===== src/rtl/trdb_trace_ctrl.sv =====
// rtl/trdb_trace_ctrl.sv - trace session controller: START/STOP/RESYNC packet requests and encoder enable
// Optional periodic RESYNC requests are built only with TRDB_CTRL_RESYNC_EN defined.
module trdb_trace_ctrl #(
  parameter int unsigned RESYNC_MAX = 256,
  localparam int unsigned CNT_W = $clog2(RESYNC_MAX)
) (
  input  logic       clk_i,
  input  logic       rst_ni,
  input  logic       trace_activated_i,
  input  logic       trace_req_on_i,
  input  logic       trace_req_off_i,
  input  logic       inst_valid_i,
  input  logic       pkt_req_ready_i,
  output logic       pkt_req_valid_o,
  output logic [1:0] pkt_req_type_o,
  output logic       trace_enable_o,
  output logic [1:0] state_o
);

  localparam logic [1:0] S_IDLE    = 2'b00;
  localparam logic [1:0] S_START   = 2'b01;
  localparam logic [1:0] S_TRACING = 2'b10;
  localparam logic [1:0] S_STOP    = 2'b11;

  localparam logic [1:0] T_START   = 2'b00;
  localparam logic [1:0] T_STOP    = 2'b01;

  logic [1:0] state_q, state_d;
  logic       valid_q, valid_d;
  logic [1:0] type_q, type_d;
  logic       en_q, en_d;
  logic       xfer;
  logic       stop_cond;

  assign xfer      = valid_q && pkt_req_ready_i;
  assign stop_cond = (trace_req_off_i && !trace_req_on_i) || !trace_activated_i;

`ifdef TRDB_CTRL_RESYNC_EN
  localparam logic [1:0] T_RESYNC = 2'b10;

  logic [CNT_W-1:0] cnt_q, cnt_d;
  logic             stop_pend_q, stop_pend_d;
  logic             wrap;

  assign wrap = inst_valid_i && (cnt_q == CNT_W'(RESYNC_MAX - 1));
`else
  logic [CNT_W:0] unused_cfg;
  assign unused_cfg = {inst_valid_i, CNT_W'(RESYNC_MAX - 1)};
`endif

  always_comb begin
    state_d = state_q;
    valid_d = valid_q;
    type_d  = type_q;
    en_d    = en_q;
`ifdef TRDB_CTRL_RESYNC_EN
    cnt_d       = cnt_q;
    stop_pend_d = stop_pend_q;
`endif
    case (state_q)
      S_IDLE: begin
        en_d = 1'b0;
        if (trace_activated_i && trace_req_on_i) begin
          state_d = S_START;
          valid_d = 1'b1;
          type_d  = T_START;
        end
      end
      S_START: begin
        if (xfer) begin
          state_d = S_TRACING;
          valid_d = 1'b0;
          en_d    = 1'b1;
`ifdef TRDB_CTRL_RESYNC_EN
          cnt_d       = '0;
          stop_pend_d = 1'b0;
`endif
        end
      end
      S_TRACING: begin
`ifdef TRDB_CTRL_RESYNC_EN
        if (inst_valid_i) begin
          cnt_d = wrap ? '0 : cnt_q + 1'b1;
        end
        // An un-transferred RESYNC defers the stop; further wraps merge into it.
        if (valid_q && !xfer) begin
          if (stop_cond) begin
            stop_pend_d = 1'b1;
          end
        end else if (stop_pend_q || stop_cond) begin
          state_d     = S_STOP;
          valid_d     = 1'b1;
          type_d      = T_STOP;
          en_d        = 1'b0;
          cnt_d       = '0;
          stop_pend_d = 1'b0;
        end else begin
          valid_d = wrap;
          if (wrap) begin
            type_d = T_RESYNC;
          end
        end
`else
        if (stop_cond) begin
          state_d = S_STOP;
          valid_d = 1'b1;
          type_d  = T_STOP;
          en_d    = 1'b0;
        end
`endif
      end
      default: begin
        en_d = 1'b0;
        if (xfer) begin
          state_d = S_IDLE;
          valid_d = 1'b0;
        end
      end
    endcase
  end

  always_ff @(posedge clk_i or negedge rst_ni) begin
    if (!rst_ni) begin
      state_q <= S_IDLE;
      valid_q <= 1'b0;
      type_q  <= 2'b00;
      en_q    <= 1'b0;
`ifdef TRDB_CTRL_RESYNC_EN
      cnt_q       <= '0;
      stop_pend_q <= 1'b0;
`endif
    end else begin
      state_q <= state_d;
      valid_q <= valid_d;
      type_q  <= type_d;
      en_q    <= en_d;
`ifdef TRDB_CTRL_RESYNC_EN
      cnt_q       <= cnt_d;
      stop_pend_q <= stop_pend_d;
`endif
    end
  end

  assign pkt_req_valid_o = valid_q;
  assign pkt_req_type_o  = type_q;
  assign trace_enable_o  = en_q;
  assign state_o         = state_q;

endmodule


===== config.mk =====
export PLATFORM = sky130hd
export DESIGN_NAME = trdb_trace_ctrl
export DESIGN_NICKNAME = d
export VERILOG_FILES = /design/src/rtl/trdb_trace_ctrl.sv
export SDC_FILE = /design/constraint.sdc
export NUM_CORES = 1
export LEC_CHECK = 0
export CORE_AREA = 3 3 40 42
export DETAILED_ROUTE_END_ITERATION = 10
export DIE_AREA = 0 0 43 45
export SYNTH_ARGS = -nofsm -noshare
export SYNTH_HDL_FRONTEND = slang
export SYNTH_SLANG_ARGS = --single-unit

===== constraint.sdc =====
create_clock -name clk_i -period 1.5 [get_ports clk_i]
set_input_delay 0.3 -clock clk_i [delete_from_list [all_inputs] [get_ports clk_i]]
set_output_delay 0.3 -clock clk_i [all_outputs]
set_load 0.05 [all_outputs]

After elaboration in Yosys (flattened, before gate mapping)
Cells that the tools add are included.
{"block": "word_totals", "reg_bits": 6, "word_cells": 37, "inputBits": 7, "output_inout_bits": 6}
{"block": "op_classes", "muxes": 15, "n_reduce_logical": 13, "n_eq_ne": 5}
{"op": "2-bit two-way mux", "count": 6}
{"op": "2-bit inequality test (second input constant)", "count": 3}
{"op": "2-bit case mux with 3 select lines", "count": 1}
{"op": "3-bit AND reduction", "count": 2}
{"op": "1-bit two-way mux", "count": 5}
{"op": "1-bit case mux with 2 select lines", "count": 2}
{"op": "2-bit case mux with 2 select lines", "count": 1}
{"op": "4-bit AND reduction", "count": 1}
{"op": "1-bit logical AND", "count": 3}
{"op": "3-bit nonzero test", "count": 1}
{"op": "2-bit by 1-bit equality test with 1-bit output (second input constant)", "count": 1}
{"op": "2-bit equality test (second input constant)", "count": 1}
{"op": "1-bit zero test", "count": 2}
{"op": "2-bit zero test", "count": 1}
{"op": "2-bit AND reduction", "count": 1}
{"op": "2-bit nonzero test", "count": 1}
{"op": "1-bit logical OR", "count": 1}

Logic depth before layout (Yosys ltp)
Gate-level depths: netlist of run 1.
{"block": "depth", "word_depth": 5, "ltp_mapped": 5, "depth_no_buf": 5}

Least setup slack after synthesis of run 1
No wires, ideal clock.
{"block": "synth_path", "kind": "reg2reg", "start": "reg state_q[0] (netlist: state_o[0])", "end": "reg state_q[1] (netlist: state_o[1])", "slack_ps": -506, "setup_time_ps": 125, "period_less_slack_ps": 2006, "path_buffers": 0, "required_time_ps": 1375, "arrival_time_ps": 1881, "path_stages_with_launch": 6, "cell_sequence": "dfrtp_1 > inv_1 > ha_1 > and2_4 > a221oi_4 > mux2_4"}
{"block": "synth_via", "elab_chain_cells": 3, "elab_cells_between_ends": 9, "cone_classes": "eq/ne (5); mux (1); reduce/logical (3)"}
{"element": "from (decl)", "line": "28", "text": "logic [1:0] state_q, state_d;"}
{"element": "from (signal assigned)", "line": "133", "text": "state_q <= state_d;"}
{"element": "2-bit equality test, or another cell as far along", "line": "60", "text": "case (state_q)"}
{"element": "2-bit inequality test (no line) / 3-bit nonzero test (equally long branches)"}
{"element": "4-bit AND reduction (no line)"}
Parallel ways exist; a longest one is shown, timed or not.
A chain may end at the register's enable or synchronous reset.

Worst setup path after layout of run 1
Same ends and word-level chain as after synthesis.

==> run summary, run 1 <==
WS Path Type = reg -> reg
initial antenna violation count = 0
worst hold path class = in -> async
final worst path period need = 1.53 ns
unrepaired setup endpoints after global routing = yes
CP Max Fanout = 4
Final Util = 0.531
gpl congestion = 0.733
pre-CTS setup slack = -0.180 ns
skew final = 0.000121 ns
Final setup viols = 2
Synth Net Count = 47
Die Y-Extent = 45 microns
Synth cell types = 21
Fmax = 0.654 GHz
final WL = 741 microns
status = finished with violations
die area = 1940 sq um
H-tree level count = 1
clock sink total = 5
Final period util = 1.02
Worst VDD drop = 0.000378 V
Reg area = 128 sq um
number of global-route vias before repair = 340
power per cell area = 468 nW/um^2
CTS tree = yes
Pre-Repair DR Iteration Count = 2
Worst path max stage delay = 0.38 ns
CTS Buf Count = 3
Starting Density = 0.302
FF+latch count, synth = 5
met1 GRT Util = 0.119
Synth Cell Area = 388 sq um
post-synthesis sequential area ratio = 0.323
Post-Syn Area per Cell = 11.1 sq um
CP Capture Type = flop
most common cell after layout, fill and taps aside = buf_4
clk_lat worst skew = 0.23 ns
Root Driver = clkbuf_4
met2 Track Usage GR = 0.156
setup ws final = -0.0300 ns
slowest CP cell = dfrtp_2
GR Overflow Total = 0
crit path DAT = 1.65 ns
routed vias = 324
Crit path required time = 1.62 ns
final hold viol count = 0
WP buf/inv = 1
Yosys top cell area share = 0.323
Avg WL per Cell = 10.0 microns
Die Wd = 43 microns
GRT Util Overall = 0.0977
max-slew violations = 0
Synth area leader = dfrtp_1
fill cell count = 125
clock-pin transition on the worst setup and hold timing paths = 0.04 ns
first-pass GRT wire length = 1.43 mm
pin count of the biggest net entering global routing = 6
Top Family by Delay on Critical Path = flip-flops
max-cap violations = 0
I/O pin count = 13
Synth area leaders = dfrtp_1 32%, ha_1 16%, a221oi_4 6.8%
failing checks = negative setup slack
clk buf depth = 2
met3 usage = 0.0518
Placeable Area = 1280 sq um
row cnt = 13
P&R area growth vs syn = 75.8%
Leak = 0.305 nW
most frequent cells in the layout = 11 x buf_4, 5 x clkdlybuf4s50_1, 5 x buf_12, 4 x ha_2
port bufs = 10
grt peak-use layer = met2
Gate Count Post-Synth = 35
DRC viols = 0
Multi-input gate area = 262 sq um
Power, Total = 0.319 mW
Final Net Count = 72
antenna fix cells = 0
YS warnings = 0
post-route ant nets = 0
critical-path cell list = inv_2, ha_2, and2_4, a221oi_4, mux2_4
DP HPWL = 649 microns
vias per inst = 4.38
Setup Buffers After CTS = 0
critical path startpoint category = flop
ratio of cells with drive above 1 in the final layout = 0.576
initial DRC count = 1
Final TNS setup = -0.0451 ns
final timing paths:
| kind | from | endpoint | slack (ns) | cells after the start |
|---|---|---|---|---|
| max in group asynchronous | rst_ni | state_o[1]$_DFFE_PN0P_ | 1.01 | 1 |
| min in group clk_i | pkt_req_type_o[0]$_DFFE_PN0P_ | pkt_req_type_o[0]$_DFFE_PN0P_ | 0.55 | 2 |
| hold reg to reg | pkt_req_type_o[0]$_DFFE_PN0P_ | pkt_req_type_o[0]$_DFFE_PN0P_ | 0.55 | 2 |
| setup reg to reg | state_o[0]$_DFFE_PN0P_ | state_o[1]$_DFFE_PN0P_ | -0.03 | 5 |
| hold / removal | rst_ni | trace_enable_o$_DFFE_PN0P_ | 0.28 | 1 |
| setup / recovery | state_o[0]$_DFFE_PN0P_ | state_o[1]$_DFFE_PN0P_ | -0.03 | 5 |
Yosys cell counts:
library cell / n
ha_1: 5
a221oi_4: 1
a211oi_1: 1
dfrtp_1: 5
buf_4: 1
nor2_1: 1
inv_1: 4
o21bai_1: 2
mux2i_1: 1
nand2_1: 1
a21oi_1: 3
o211a_1: 1
or4_1: 1
mux2_4: 1
o21ba_1: 1
o2bb2ai_1: 1
nand2b_4: 1
or3_2: 1
a21boi_2: 1
and2_4: 1
conb_1: 1
cells by family (layout without fill, tap and decap cells):
| kind of cell | Yosys count | in the layout | share of synthesized area |
|---|---|---|---|
| muxes | 2 | 2 | 0.0645 |
| AOI/OAI and AO/OA | 11 | 11 | 0.268 |
| adders and majority gates | 5 | 5 | 0.161 |
| buffers and inverters | 5 | 29 | 0.0581 |
| DFF | 5 | 5 | 0.323 |
| and+or+nand+nor | 6 | 6 | 0.116 |
| other | 1 | 1 | 0.00967 |
report_power, final:
| group | internal, mW | leakage [nW] | switching, mW |
|---|---|---|---|
| combinational | 0.0165 | 0.228 | 0.0159 |
| sequential | 0.135 | 0.0627 | 0 |
| clock | 0.100 | 0.0150 | 0.0512 |
repair_timing:
action,in CTS,in global routing
resized for setup,4,1
gates cloned,0,0
pin swaps,1,0
setup endpoints to repair,3,3
hold buffers,0,0
sequential cells by signal, summed over array words and instances (netlist names):
| signal | cells |
|---|---|
| pkt_req_type_o | 1 |
| state_o | 2 |
| trace_enable_o | 1 |
| pkt_req_valid_o | 1 |
layout make-up:
class | count | area share
Clock buffer | 4 | 0.0385
Sequential cell | 5 | 0.187
Multi-Input combinational cell | 25 | 0.383
Inverter | 4 | 0.0220
Tap cell | 15 | 0.0275
Timing Repair Buffer | 21 | 0.341
layer usage:
layer / up-vias / part of all wire / wire, microns
met1: 145 / 0.46 / 342
met4: 0 / 0 / 0
li1: 171 / - / -
met5: - / 0 / 0
met3: 0 / 0.063 / 47
met2: 8 / 0.47 / 351
metrics by stage:
stage	instance area (sq um)	hold slack, ns	cells
floorplan	393	0.00441	35
global placement	637	0.532	70
detailed placement	637	0.544	70
CTS	679	0.288	74
global route	682	0.292	74
finish	682	0.285	74
worst reg2reg max path, stage by stage (launching register included):
cell and delay, ns:
dfrtp_2 0.38, inv_2 0.06, ha_2 0.20, and2_4 0.15, a221oi_4 0.29, mux2_4 0.33
(Power assumes the default switching activity.)
==> inputs of run 2 (changes only) <==
--- a/config.mk
+++ b/config.mk
@@ -8,6 +8,7 @@
 export CORE_AREA = 3 3 40 42
 export DETAILED_ROUTE_END_ITERATION = 10
 export DIE_AREA = 0 0 43 45
+export HOLD_SLACK_MARGIN = 0.12
 export SYNTH_ARGS = -nofsm -noshare
 export SYNTH_HDL_FRONTEND = slang
 export SYNTH_SLANG_ARGS = --single-unit
==> results of run 2 <==
Same layout as run 1: the final DEF is identical, and so are final timing and power.
